File: config.mk
export PLATFORM = sky130hd
export DESIGN_NAME = side_road_detector_flat
export DESIGN_NICKNAME = d
export VERILOG_FILES = /design/src/rtl/side_road_detector_if.sv /design/src/rtl/side_road_detector.sv /design/src/flat_wrapper.sv
export SDC_FILE = /design/constraint.sdc
export NUM_CORES = 1
export LEC_CHECK = 0
export CAP_MARGIN = 20
export CELL_PAD_IN_SITES_DETAIL_PLACEMENT = 2
export CELL_PAD_IN_SITES_GLOBAL_PLACEMENT = 2
export CORE_ASPECT_RATIO = 1.4
export CORE_MARGIN = 3
export CORE_UTILIZATION = 33
export CTS_CLUSTER_DIAMETER = 80
export DETAILED_ROUTE_END_ITERATION = 10
export GPL_TIMING_DRIVEN = 0
export PLACE_DENSITY = 0.76
export SETUP_SLACK_MARGIN = 0.15
export SKIP_CTS_REPAIR_TIMING = 1
export SYNTH_ARGS = -nofsm -noshare
export SYNTH_HDL_FRONTEND = slang
export SYNTH_SLANG_ARGS = --single-unit
File: constraint.sdc
create_clock -name clk -period 2.4 [get_ports clk]
set_input_delay 0.72 -clock clk [delete_from_list [all_inputs] [get_ports clk]]
set_output_delay 0.72 -clock clk [all_outputs]
set_load 0.05 [all_outputs]
File: src/rtl/side_road_detector_if.sv
// ---------------------------------------------------------------------------
// side_road_detector_if
// Signal bundle between the loop-detector conditioner and its neighbours.
//   det_raw   : raw asynchronous loop level (1 = vehicle over loop)
//   sg        : side-road green indication from the controller FSM
//   c         : registered car-request level to the controller FSM
//   det_filt  : debounced detector level
//   arrive    : one-cycle pulse per debounced arrival
//   car_count : saturating arrival count
// master drives det_raw/sg (controller side), slave is the detector block.
// ---------------------------------------------------------------------------
interface side_road_detector_if #(
    parameter int CNT_W = 8
);
    logic             det_raw;
    logic             sg;
    logic             c;
    logic             det_filt;
    logic             arrive;
    logic [CNT_W-1:0] car_count;

    modport master (
        output det_raw, sg,
        input  c, det_filt, arrive, car_count
    );

    modport slave (
        input  det_raw, sg,
        output c, det_filt, arrive, car_count
    );
endinterface

File: src/rtl/side_road_detector.sv
// ---------------------------------------------------------------------------
// side_road_detector
// Conditions the side-road loop detector and produces the car-request level
// `c` for the traffic-light controller.
//   clk    : system clock, all state on rising edge
//   reset  : synchronous, active-high
//   bus    : side_road_detector_if.slave (det_raw, sg in; c, det_filt,
//            arrive, car_count out)
// Path: 2-flop synchronizer -> debounce -> arrival pulse/counter, and a
// request FSM that latches a request until served, with gap-out on green.
// ---------------------------------------------------------------------------
module side_road_detector #(
    parameter int DEB_CYCLES = 4,
    parameter int GAP_CYCLES = 3,
    parameter int CNT_W      = 8
) (
    input  logic                  clk,
    input  logic                  reset,
    side_road_detector_if.slave   bus
);
    localparam int DW = (DEB_CYCLES > 1) ? $clog2(DEB_CYCLES) : 1;
    localparam int GW = (GAP_CYCLES > 1) ? $clog2(GAP_CYCLES) : 1;

    typedef enum logic [1:0] {IDLE, WAIT, SERVE, GAP} state_t;

    logic             r_s1, r_s2;
    logic [DW-1:0]    r_deb;
    logic             r_filt, r_filt_d;
    logic             r_arrive;
    logic [CNT_W-1:0] r_count;
    state_t           r_state, w_state_nxt;
    logic [GW-1:0]    r_gap, w_gap_nxt;
    logic             r_c;

    // Synchronizer, debounce, arrival pulse and counter
    always_ff @(posedge clk) begin
        if (reset) begin
            r_s1     <= 1'b0;
            r_s2     <= 1'b0;
            r_deb    <= '0;
            r_filt   <= 1'b0;
            r_filt_d <= 1'b0;
            r_arrive <= 1'b0;
            r_count  <= '0;
        end else begin
            r_s1     <= bus.det_raw;
            r_s2     <= r_s1;
            // Counter only runs while the synchronized level disagrees with
            // the filtered one; any agreeing sample restarts the count.
            if (r_s2 != r_filt) begin
                if (r_deb == DW'(DEB_CYCLES - 1)) begin
                    r_filt <= r_s2;
                    r_deb  <= '0;
                end else begin
                    r_deb  <= r_deb + 1'b1;
                end
            end else begin
                r_deb <= '0;
            end
            r_filt_d <= r_filt;
            r_arrive <= r_filt & ~r_filt_d;
            if (r_arrive && (r_count != {CNT_W{1'b1}}))
                r_count <= r_count + 1'b1;
        end
    end

    // Request FSM: state register
    always_ff @(posedge clk) begin
        if (reset) begin
            r_state <= IDLE;
            r_gap   <= '0;
            r_c     <= 1'b0;
        end else begin
            r_state <= w_state_nxt;
            r_gap   <= w_gap_nxt;
            r_c     <= (w_state_nxt != IDLE);
        end
    end

    // Request FSM: next state. sg changes outrank det_filt, which outranks
    // the gap timeout.
    always_comb begin
        w_state_nxt = r_state;
        w_gap_nxt   = '0;
        case (r_state)
            IDLE: begin
                if (r_filt)
                    w_state_nxt = bus.sg ? SERVE : WAIT;
            end
            WAIT: begin
                if (bus.sg)
                    w_state_nxt = r_filt ? SERVE : GAP;
            end
            SERVE: begin
                if (!bus.sg)
                    w_state_nxt = r_filt ? WAIT : IDLE;
                else if (!r_filt)
                    w_state_nxt = GAP;
            end
            GAP: begin
                if (!bus.sg)
                    w_state_nxt = r_filt ? WAIT : IDLE;
                else if (r_filt)
                    w_state_nxt = SERVE;
                else if (r_gap == GW'(GAP_CYCLES - 1))
                    w_state_nxt = IDLE;
                else
                    w_gap_nxt = r_gap + 1'b1;
            end
            default: w_state_nxt = IDLE;
        endcase
    end

    assign bus.c         = r_c;
    assign bus.det_filt  = r_filt;
    assign bus.arrive    = r_arrive;
    assign bus.car_count = r_count;
endmodule

File: src/flat_wrapper.sv
// flat-port wrapper written by rule: the top's interface ports become plain ports
module side_road_detector_flat 
#(
    parameter int DEB_CYCLES = 4,
    parameter int GAP_CYCLES = 3,
    parameter int CNT_W      = 8
)
  (clk, reset, bus_det_raw, bus_sg, bus_c, bus_det_filt, bus_arrive, bus_car_count);
  side_road_detector_if #(.CNT_W(CNT_W)) bus_i ();
  input  logic clk;
  input  logic reset;
  input wire logic [$bits(bus_i.det_raw)-1:0] bus_det_raw;
  input wire logic [$bits(bus_i.sg)-1:0] bus_sg;
  output wire logic [$bits(bus_i.c)-1:0] bus_c;
  output wire logic [$bits(bus_i.det_filt)-1:0] bus_det_filt;
  output wire logic [$bits(bus_i.arrive)-1:0] bus_arrive;
  output wire logic [$bits(bus_i.car_count)-1:0] bus_car_count;
  assign bus_i.det_raw = bus_det_raw;
  assign bus_i.sg = bus_sg;
  assign bus_c = bus_i.c;
  assign bus_det_filt = bus_i.det_filt;
  assign bus_arrive = bus_i.arrive;
  assign bus_car_count = bus_i.car_count;
  side_road_detector #(.DEB_CYCLES(DEB_CYCLES), .GAP_CYCLES(GAP_CYCLES), .CNT_W(CNT_W)) u_core (.clk(clk), .reset(reset), .bus(bus_i));
endmodule
==> metrics <==
largest net degree at the start of global routing 12; clock tree from TritonCTS yes; distinct cell type count after synthesis 34; worst supply voltage drop on vdd 0.2405 mV; fraction of the mapped netlist area in compound gates 0.1393; Syn Nets 94; overall fraction of global-route tracks in use 0.1455; final setup margin 0.2437 ns; # H-tree levels 1; maximum clock path buffer count 2; Final Skew 0.003796 ns; detail-routed net length per standard cell 14.59 µm; # port buffers 13; Cell Count, Final, Fillers Out 138; Period minus WS final 2.156 ns; Setup violations, final 0; library cell occupying the most area in the post-synthesis netlist sky130_fd_sc_hd__dfxtp_1; parity-gate share of the synthesized area counting xor and xnor cells 0.01016; ordered cell list for the critical path clkdlybuf4s50_1; maximum clock rate 463.7 MHz; transition time at the pin with the least slew margin 0.5116 ns; PD cells 501.1 mW/mm²; global routing usage on met2 0.2768; number of antenna-violating nets in the routed design 0; CTS buffer count 3; GRT Max-Usage Layer met2; main combinational cell family by area after synthesis simple AND/OR/NAND/NOR gates; cell area after synthesis 862.1 µm²; via count of the first global-routing pass 762; Final Power 0.5492 mW; basic-gate share of the synthesized area counting and, or, nand and nor cells 0.2569; Post-synth EDFFs 0; FFs w/ async S/R, synth 0; crit path capture type output pin; total count of max-transition violations in the final report 0; Avg Synthesized Cell Area 9.909 µm²; std cell rows 21; gate family responsible for the most delay along the worst path buffers and inverters; global-route wire length before repair 3.532 mm; most used flip-flop cell after synthesis sky130_fd_sc_hd__dfxtp_1; area share of fa/ha/maj cells after synthesis 0.04354; footprint of the multi-input gates 430.4 µm²; Clk Latency, worst-skew pair 0.31 ns; floorplan die width 49.20 µm; count of warnings emitted by yosys 0; top cells by instance count after synthesis 20 x sky130_fd_sc_hd__dfxtp_1, 9 x sky130_fd_sc_hd__nor2_1, 6 x sky130_fd_sc_hd__nor2b_1; dominant cells by area after synthesis sky130_fd_sc_hd__dfxtp_1 46%, sky130_fd_sc_hd__ha_1 4.4%, sky130_fd_sc_hd__nor2b_1 4.4%; detailed-routing iteration count for the pre-antenna-repair pass 2; post-synthesis register bit count 20; CP peak stage delay 0.80 ns; die height 66.48 µm; Final Hold Fails 0; global routing met3 resource utilization 0.03579; most instantiated library cell after synthesis sky130_fd_sc_hd__dfxtp_1; global-route congestion overflow total 0; final sum of negative setup slack 0 ns; number of fill cells 278; max-capacitance violation count 0; required time worst endpoint 1.68 ns; biggest fanout along the worst timing path 1; Core Area 0.002444 mm²; cells after synthesis 87; post-DR vias/cell 5.283; kind of launch point of the worst setup path flop; CP max stage cell sky130_fd_sc_hd__clkdlybuf4s50_1; DRC violation count after routing 0; Total Nets Final 112; global placer's final weighted congestion 0.6983; unrepaired setup endpoints after global routing false; TritonCTS Sinks 20; class of the tightest hold or removal check reg2reg; worst rel slew slack 0.6584; area taken by flip-flops and latches 400.4 µm²; post-synthesis mux area share 0.04935; total wire length after detailed routing 2.013 mm; Fin Hold WS 0.4004 ns; status finished clean; Data arrival, critical path 1.44 ns; die area 0.003270 mm²; starting utilization of the core area 0.3528; fraction of layout instances using a drive strength above 1 0.1154; area fraction of the dominant cell type after synthesis 0.4644; share of the cycle needed by the critical path after routing 0.8985; area delta synth->final 27.14%; Critical path buffers and inverters 1; Worst Setup Slack post-DPL 0.3194 ns; Placed Cells incl. Taps 134; number of antenna violations at the first check in global routing 0; critical setup path kind reg2out; Clock transition at path regs 0.11 ns; DP HPWL 1.563 mm; routed via count 729; DRC marker count from the first detailed-route iteration 9; met1 Track Usage GR 0.1393; CTS root buf sky130_fd_sc_hd__clkbuf_4; number of antenna repair diodes 0; static leakage 0.5699 nW; top-level port count 15; sequential element share of the synthesized area 0.4644
[per-layer routing]
layer  wire length [µm]  part of all wire  vias up
li1                   -                 -      341
met1                756              0.38      368
met2               1135              0.56       15
met3                 68             0.034        5
met4                 54             0.027        0
met5                  0                 0        -
[placed cells by master (no fill, tap or decap), types with 2 or more instances in the layout]
cell type                         netlist  layout
sky130_fd_sc_hd__dlymetal6s2s_1         0      10
sky130_fd_sc_hd__nor3_1                 4       4
sky130_fd_sc_hd__nand2b_1               3       3
sky130_fd_sc_hd__nor2_1                 9       9
sky130_fd_sc_hd__nand4_1                2       2
sky130_fd_sc_hd__nand2_1                4       4
sky130_fd_sc_hd__mux2i_1                2       2
sky130_fd_sc_hd__dfxtp_1               20      20
sky130_fd_sc_hd__a21oi_1                3       3
sky130_fd_sc_hd__inv_1                  4       4
sky130_fd_sc_hd__clkdlybuf4s50_1        0       3
sky130_fd_sc_hd__a211oi_1               4       4
sky130_fd_sc_hd__nor2b_1                6       6
sky130_fd_sc_hd__nand3_1                2       2
sky130_fd_sc_hd__clkbuf_4               0       3
sky130_fd_sc_hd__ha_1                   3       3
[sequential cells by signal, summed over array words and instances (netlist names), 2 cells and up]
| name | flops |
|---|---|
| u_core.r_gap | 2 |
| u_core.r_state | 2 |
| u_core.r_deb | 2 |
| u_core.bus.car_count | 8 |
[area by class of cell]
class,count,area share
Buffer,3,0.01484
Clock buffer,4,0.03311
Inverter,4,0.01370
Multi-Input combinational cell,60,0.3927
Sequential cell,20,0.3653
Tap cell,34,0.03881
Timing Repair Buffer,13,0.1416
[path summary, 6_finish.rpt]
path / start / cells past startpoint / slack [ns] / end
max: u_core.bus.c / 1 / 0.24 / bus_c
min: u_core.r_filt_d / 1 / 0.40 / u_core.bus.arrive
max reg2reg: u_core.bus.car_count[0] / 5 / 0.62 / u_core.bus.car_count[5]
min reg2reg: u_core.r_filt_d / 1 / 0.40 / u_core.bus.arrive
[report_power, final]
part	internal, mW	switching, mW
clock	0.0928	0.107
combinational	0.00690	0.00798
sequential	0.334	0.000915
[cells by family after synthesis]
logic type,count (synthesis)
XOR/XNOR,1
multiplexers,4
adder cells (fa/ha/maj),3
AND/OR/NAND/NOR,38
buffers and inverters,7
flip-flops,20
AO/OA/AOI/OAI,14
[stage by stage]
step | cell area, µm² | util
floorplan | 862.1 | -
global placement | 1035 | 0.4235
detailed placement | 1035 | 0.4235
CTS | 1071 | 0.4383
global route | 1096 | 0.4485
finish | 1096 | 0.4485
(Power assumes the default switching activity.)
